File: config.mk
export PLATFORM = sky130hd
export DESIGN_NAME = glitch_cmd_ctrl
export DESIGN_NICKNAME = d
export VERILOG_FILES = /design/src/rtl/glitch_cmd_ctrl.sv
export SDC_FILE = /design/constraint.sdc
export NUM_CORES = 1
export LEC_CHECK = 0
export BUFFER_PORTS_ARGS = -buffer_cell sky130_fd_sc_hd__buf_2
export CORE_MARGIN = 2
export CORE_UTILIZATION = 52
export DETAILED_ROUTE_END_ITERATION = 8
export PLACE_DENSITY = 0.76
export RECOVER_POWER = 25
export SLEW_MARGIN = 20
export SYNTH_ARGS = -nofsm -noshare
export SYNTH_HDL_FRONTEND = slang
export SYNTH_SLANG_ARGS = --single-unit
File: constraint.sdc
create_clock -name clk -period 3.05 [get_ports clk]
set_clock_uncertainty 0.2 [all_clocks]
set_input_delay 0 -clock clk [delete_from_list [all_inputs] [get_ports clk]]
set_output_delay 0 -clock clk [all_outputs]
set_load 0.01 [all_outputs]
File: src/rtl/glitch_cmd_ctrl.sv
// glitch_cmd_ctrl
// Byte-level command sequencer between the host UART receiver and the glitch
// engine. It parses the host byte stream into two frame kinds:
//   - 0x00, opcode [, arg] : command frames (config writes, arm, resets)
//   - n (n != 0), n bytes  : passthrough frames forwarded to the target UART
//
// Ports:
//   clk, rst               system clock, async active-high reset
//   rx_data/rx_valid       host byte stream (one-cycle strobe, no back-pressure)
//   pt_data/pt_valid/pt_rdy passthrough byte to target UART (ready/valid)
//   cfg_width/pulses/delay glitch configuration registers
//   glitch_arm/glitch_done arm level to the engine, cleared by done strobe
//   o_board_rst            target-board reset pulse, RST_CYCLES long
//   sys_rst_req            one-cycle full FPGA reset request
//   overrun, bad_cmd       sticky error flags, cleared only by rst
module glitch_cmd_ctrl #(
    parameter int unsigned RST_CYCLES = 1000,
    parameter logic [7:0]  WIDTH_DEF  = 8'd1,
    parameter logic [7:0]  PULSES_DEF = 8'd0
) (
    input  logic        clk,
    input  logic        rst,
    input  logic [7:0]  rx_data,
    input  logic        rx_valid,
    output logic [7:0]  pt_data,
    output logic        pt_valid,
    input  logic        pt_rdy,
    output logic [7:0]  cfg_width,
    output logic [7:0]  cfg_pulses,
    output logic [31:0] cfg_delay,
    output logic        glitch_arm,
    input  logic        glitch_done,
    output logic        o_board_rst,
    output logic        sys_rst_req,
    output logic        overrun,
    output logic        bad_cmd
);

    typedef enum logic [1:0] {IDLE, OPC, ARG, PASS} state_t;

    state_t      state, state_nxt;
    logic [7:0]  len, len_nxt;
    logic [7:0]  opc;
    logic [31:0] rst_cnt;

    logic set_opc, wr_width, wr_pulses, wr_delay;
    logic set_arm, set_brst, set_sysrst, set_bad;
    logic pt_load, pt_drop;

    // Holding register stays full across this edge only if it is valid and
    // not being taken; a byte landing on the handshake edge is not an overrun.
    logic pt_busy;
    assign pt_busy = pt_valid && !pt_rdy;

    always_ff @(posedge clk or posedge rst) begin
        if (rst) begin
            state <= IDLE;
            len   <= 8'd0;
        end else begin
            state <= state_nxt;
            len   <= len_nxt;
        end
    end

    always_comb begin
        // NOTE: every signal gets a default before any branch, so no path
        // leaves one unassigned and no latch is inferred.
        state_nxt  = state;
        len_nxt    = len;
        set_opc    = 1'b0;
        wr_width   = 1'b0;
        wr_pulses  = 1'b0;
        wr_delay   = 1'b0;
        set_arm    = 1'b0;
        set_brst   = 1'b0;
        set_sysrst = 1'b0;
        set_bad    = 1'b0;
        pt_load    = 1'b0;
        pt_drop    = 1'b0;
        if (rx_valid) begin
            case (state)
                IDLE: begin
                    if (rx_data == 8'h00) begin
                        state_nxt = OPC;
                    end else begin
                        len_nxt   = rx_data;
                        state_nxt = PASS;
                    end
                end
                OPC: begin
                    state_nxt = IDLE;
                    case (rx_data)
                        8'hFF: set_sysrst = 1'b1;
                        8'hFE: set_brst   = 1'b1;
                        8'hFC: set_arm    = 1'b1;
                        8'h10, 8'h11, 8'h20, 8'h21, 8'h22, 8'h23: begin
                            set_opc   = 1'b1;
                            state_nxt = ARG;
                        end
                        default: set_bad = 1'b1;
                    endcase
                end
                ARG: begin
                    state_nxt = IDLE;
                    // Only the six argument opcodes can be latched, so the
                    // default arm covers 0x20..0x23.
                    case (opc)
                        8'h10:   wr_width  = 1'b1;
                        8'h11:   wr_pulses = 1'b1;
                        default: wr_delay  = 1'b1;
                    endcase
                end
                PASS: begin
                    if (pt_busy) pt_drop = 1'b1;
                    else         pt_load = 1'b1;
                    // Dropped bytes still count so framing stays aligned.
                    len_nxt = len - 8'd1;
                    if (len == 8'd1) state_nxt = IDLE;
                end
                default: state_nxt = IDLE;
            endcase
        end
    end

    always_ff @(posedge clk or posedge rst) begin
        if (rst) begin
            opc         <= 8'd0;
            cfg_width   <= WIDTH_DEF;
            cfg_pulses  <= PULSES_DEF;
            cfg_delay   <= 32'd0;
            pt_data     <= 8'd0;
            pt_valid    <= 1'b0;
            glitch_arm  <= 1'b0;
            o_board_rst <= 1'b0;
            rst_cnt     <= 32'd0;
            sys_rst_req <= 1'b0;
            overrun     <= 1'b0;
            bad_cmd     <= 1'b0;
        end else begin
            // NOTE: non-blocking assignments here so every register samples
            // pre-edge values regardless of statement order.
            if (set_opc)   opc        <= rx_data;
            if (wr_width)  cfg_width  <= rx_data;
            if (wr_pulses) cfg_pulses <= rx_data;
            if (wr_delay)  cfg_delay[{opc[1:0], 3'b000} +: 8] <= rx_data;

            if (pt_load) begin
                pt_data  <= rx_data;
                pt_valid <= 1'b1;
            end else if (pt_valid && pt_rdy) begin
                pt_valid <= 1'b0;
            end

            // Arm request wins over a simultaneous done strobe.
            if (set_arm)          glitch_arm <= 1'b1;
            else if (glitch_done) glitch_arm <= 1'b0;

            // rst_cnt holds the remaining high cycles after the current one;
            // a new request reloads it, extending the pulse.
            if (set_brst) begin
                o_board_rst <= 1'b1;
                rst_cnt     <= 32'(RST_CYCLES - 1);
            end else if (o_board_rst) begin
                if (rst_cnt == 32'd0) o_board_rst <= 1'b0;
                else                  rst_cnt     <= rst_cnt - 32'd1;
            end

            sys_rst_req <= set_sysrst;
            if (pt_drop) overrun <= 1'b1;
            if (set_bad) bad_cmd <= 1'b1;
        end
    end

endmodule

==> results_dict.tcl <==
set metrics [dict create \
    setup_viol 0 \
    cts_max_level 3 \
    worstSetupPathDepth 5 \
    synth_top_area_cell "dfrtp_1" \
    routed_wl_um 12100 \
    wl_met2_um 6040 \
    clkLatencyLatePin_ns 0.39 \
    status "finished clean" \
    pin_count 75 \
    slew_viol_final 0 \
    synth-edff-count 0 \
    placed_area_um2 5780 \
    place_ws_ns 0.373 \
    critical-path-top-delay-family "simple AND/OR/NAND/NOR gates" \
    yosys_warnings 0 \
    critPathBufInv 0 \
    antenna_cells 0 \
    slowest_delay_ns 0.58 \
    grt_pass1_wl_um 20800 \
    p_per_area_nw_per_um2 667 \
    ant_nets 0 \
    min_period_over_period 0.910 \
    worstHoldPathCells 4 \
    arrival_ns 2.89 \
    rsz0062_at_grt "false" \
    cts_buffers 9 \
    fmax_mhz 360 \
    start_kind "flop" \
    dr.pass1.iters 5 \
    wl_met1_um 5320 \
    grt_max_degree 113 \
    die_area_um2 11000 \
    ys_top_cells_by_count "111 x dfrtp_1, 90 x nand2_1, 59 x o21ai_0, 33 x nor2_1, 27 x a21oi_1" \
    grt_overflow_total 0 \
    finalWeightedCongestion 0.832 \
    worstPathMaxFanout 9 \
    clkSlewWorstSetupHoldPaths_ns 0.11 \
    die_w_um 105 \
    vias 4321 \
    slew-limit-headroom 0.00648 \
    multi_input_comb_area_um2 2320 \
    cts_tree "done" \
    area_growth_pct 15.6 \
    nets 639 \
    instances_no_fill 756 \
    portBuffers 74 \
    grt_pass1_vias 4284 \
    critPathRequiredTime_ns 3.17 \
    synth_largest_type_area_fraction 0.524 \
    worst_slack_ns 0.275 \
    hold_viol_final 0 \
    synthesis.nets 563 \
    criticalPathCategory "flop to flop" \
    first_iter_violations 199 \
    vias_per_cell 5.72 \
    initial_core_util 0.540 \
    yosys_most_used_dff "dfrtp_1" \
    fill_cells 841 \
    drc 0 \
    async_flop_share 1.00 \
    synth.area.top_cells "dfrtp_1 52%, nand2_1 6.4%, o21ai_0 5.6%" \
    fin_tns_setup_ns 0 \
    peakVddDrop_uv 435 \
    synth_cell_types 54 \
    drive_above_1_share 0.225 \
    critical_path.slowest_cell "or4_4" \
    synth_cells 542 \
    register_area_um2 2800 \
    core_um2 9820 \
    path_cells "or4_4, nor3_1, o2111ai_1, or4_1, a21oi_1" \
    cap_violations 0 \
    synth-seq-area-share 0.529 \
    wl_per_cell_um 16.1 \
    clock-root-buffer "clkbuf_8" \
    reg2reg_depth 5 \
    avgSynthCellArea_um2 9.79 \
    antenna_found_initial 0 \
    tightest_slew_ns 1.49 \
    syn_area_um2 5300 \
    std_cell_rows 36 \
    endpoint_kind "flop" \
    p_leak_nw 2.66 \
    synth-seq-cells 112 \
    design_area_um2 6130 \
    topRoutingLayerUsed "met4" \
    yosysMostFrequentCell "dfrtp_1" \
    final_util 0.624 \
    dp_cells 726 \
    cts_sinks 112 \
    die_h_um 105 \
    min_period_ns 2.77 \
    cts_buffer_depth 2 \
    met3_length_um 508 \
    hold_class "input port to flop" \
    dp.final_hpwl_um 7950 \
    groute.usage.overall 0.234 \
]
==> worst register-to-register path, stage by stage (launching register included) <==
cell and delay (ns):
dfrtp_1 0.43, or4_4 0.58, nor3_1 0.33, o2111ai_1 0.44, or4_1 0.56, a21oi_1 0.17
==> path summary, 6_finish.rpt <==
kind | start | end | slack, ns
worst max-delay path | rst_cnt[4]$_DFFE_PP0P_ | rst_cnt[30]$_DFFE_PP0P_ | 0.28
worst min-delay path | pt_rdy | overrun$_DFFE_PP0P_ | 0.26
worst max register to register | rst_cnt[4]$_DFFE_PP0P_ | rst_cnt[30]$_DFFE_PP0P_ | 0.28
worst min register to register | bad_cmd$_DFFE_PP0P_ | bad_cmd$_DFFE_PP0P_ | 0.28
max in group asynchronous | rst | pt_data[7]$_DFFE_PP0P_ | 1.23
min in group asynchronous | rst | cfg_delay[29]$_DFFE_PP0P_ | 0.48
==> power breakdown <==
group	switching [mW]	total (mW)	internal [mW]	leakage, nW
logic	0.615	1.11	0.494	1.20
clock network	0.554	0.957	0.404	0.110
registers	0.242	2.02	1.78	1.35
==> per-layer routing <==
layer,vias to the layer above,GRT usage
met5,-,0
met4,0,0.0962
met3,27,0.0324
met2,118,0.380
met1,2099,0.318
li1,2077,-
==> per-stage QoR <==
| step | total power [mW] | hold WS, ns |
|---|---|---|
| 2_1_floorplan | 2.76 | -0.0969 |
| 3_3_place_gp | 3.07 | 0.00165 |
| 3_5_place_dp | 3.13 | 0.000131 |
| 4_1_cts | 4.10 | 0.149 |
| 5_1_grt | 4.37 | 0.268 |
| 6_report | 4.09 | 0.256 |
==> cells by family after synthesis <==
family	after synthesis	synth area share
compound gates	120	0.131
xor+xnor	3	0.00495
fa+ha+maj	8	0.0189
buf+inv	44	0.0340
flops	112	0.529
mux	27	0.0571
simple gates	228	0.225
==> layout make-up <==
class,instances,area share
Clock inverter,7,0.0159
Clock buffer,9,0.0202
Inverter,14,0.00919
Tap cell,133,0.0271
Multi-Input combinational cell,386,0.378
Timing Repair Buffer,95,0.0917
Sequential cell,112,0.457
==> sequential cells by signal (all words and copies together), names as in the netlist <==
name / flops
rst_cnt: 32
glitch_arm: 1
sys_rst_req: 1
cfg_pulses: 8
overrun: 1
opc: 8
cfg_delay: 32
len: 8
pt_valid: 1
cfg_width: 8
bad_cmd: 1
o_board_rst: 1
state: 2
pt_data: 8
==> cell usage in the layout, fill, tap and decap left out, types with 3 or more instances in the layout <==
cell type and n:
inv_1 13, or3_1 17, nand2_1 90, nand4_1 6, dlygate4sd3_1 14, nor4_1 7, nor3_1 7, nand3_1 11
nor3b_1 3, o21ai_0 59, nor2_1 33, nand3b_1 4, o31ai_1 7, buf_4 6, and3_1 4, xor2_1 3
dfrtp_1 111, mux2_2 26, o22a_1 4, buf_2 73, nand2b_1 7, clkbuf_8 9, or4_1 14, a31oi_1 4
ha_1 8, a21oi_1 27, or2_2 5, and2_1 6, inv_6 3, or4_4 3
==> repair_timing <==
item / 4_1_cts / 5_1_grt
hold buffers: 14 / 0
buffers inserted: 0 / 0
endpoints found under the hold margin: 186 / 0
gates resized for setup: 0 / 0
endpoints found under the setup margin: 0 / 0
(Power assumes the default switching activity.)
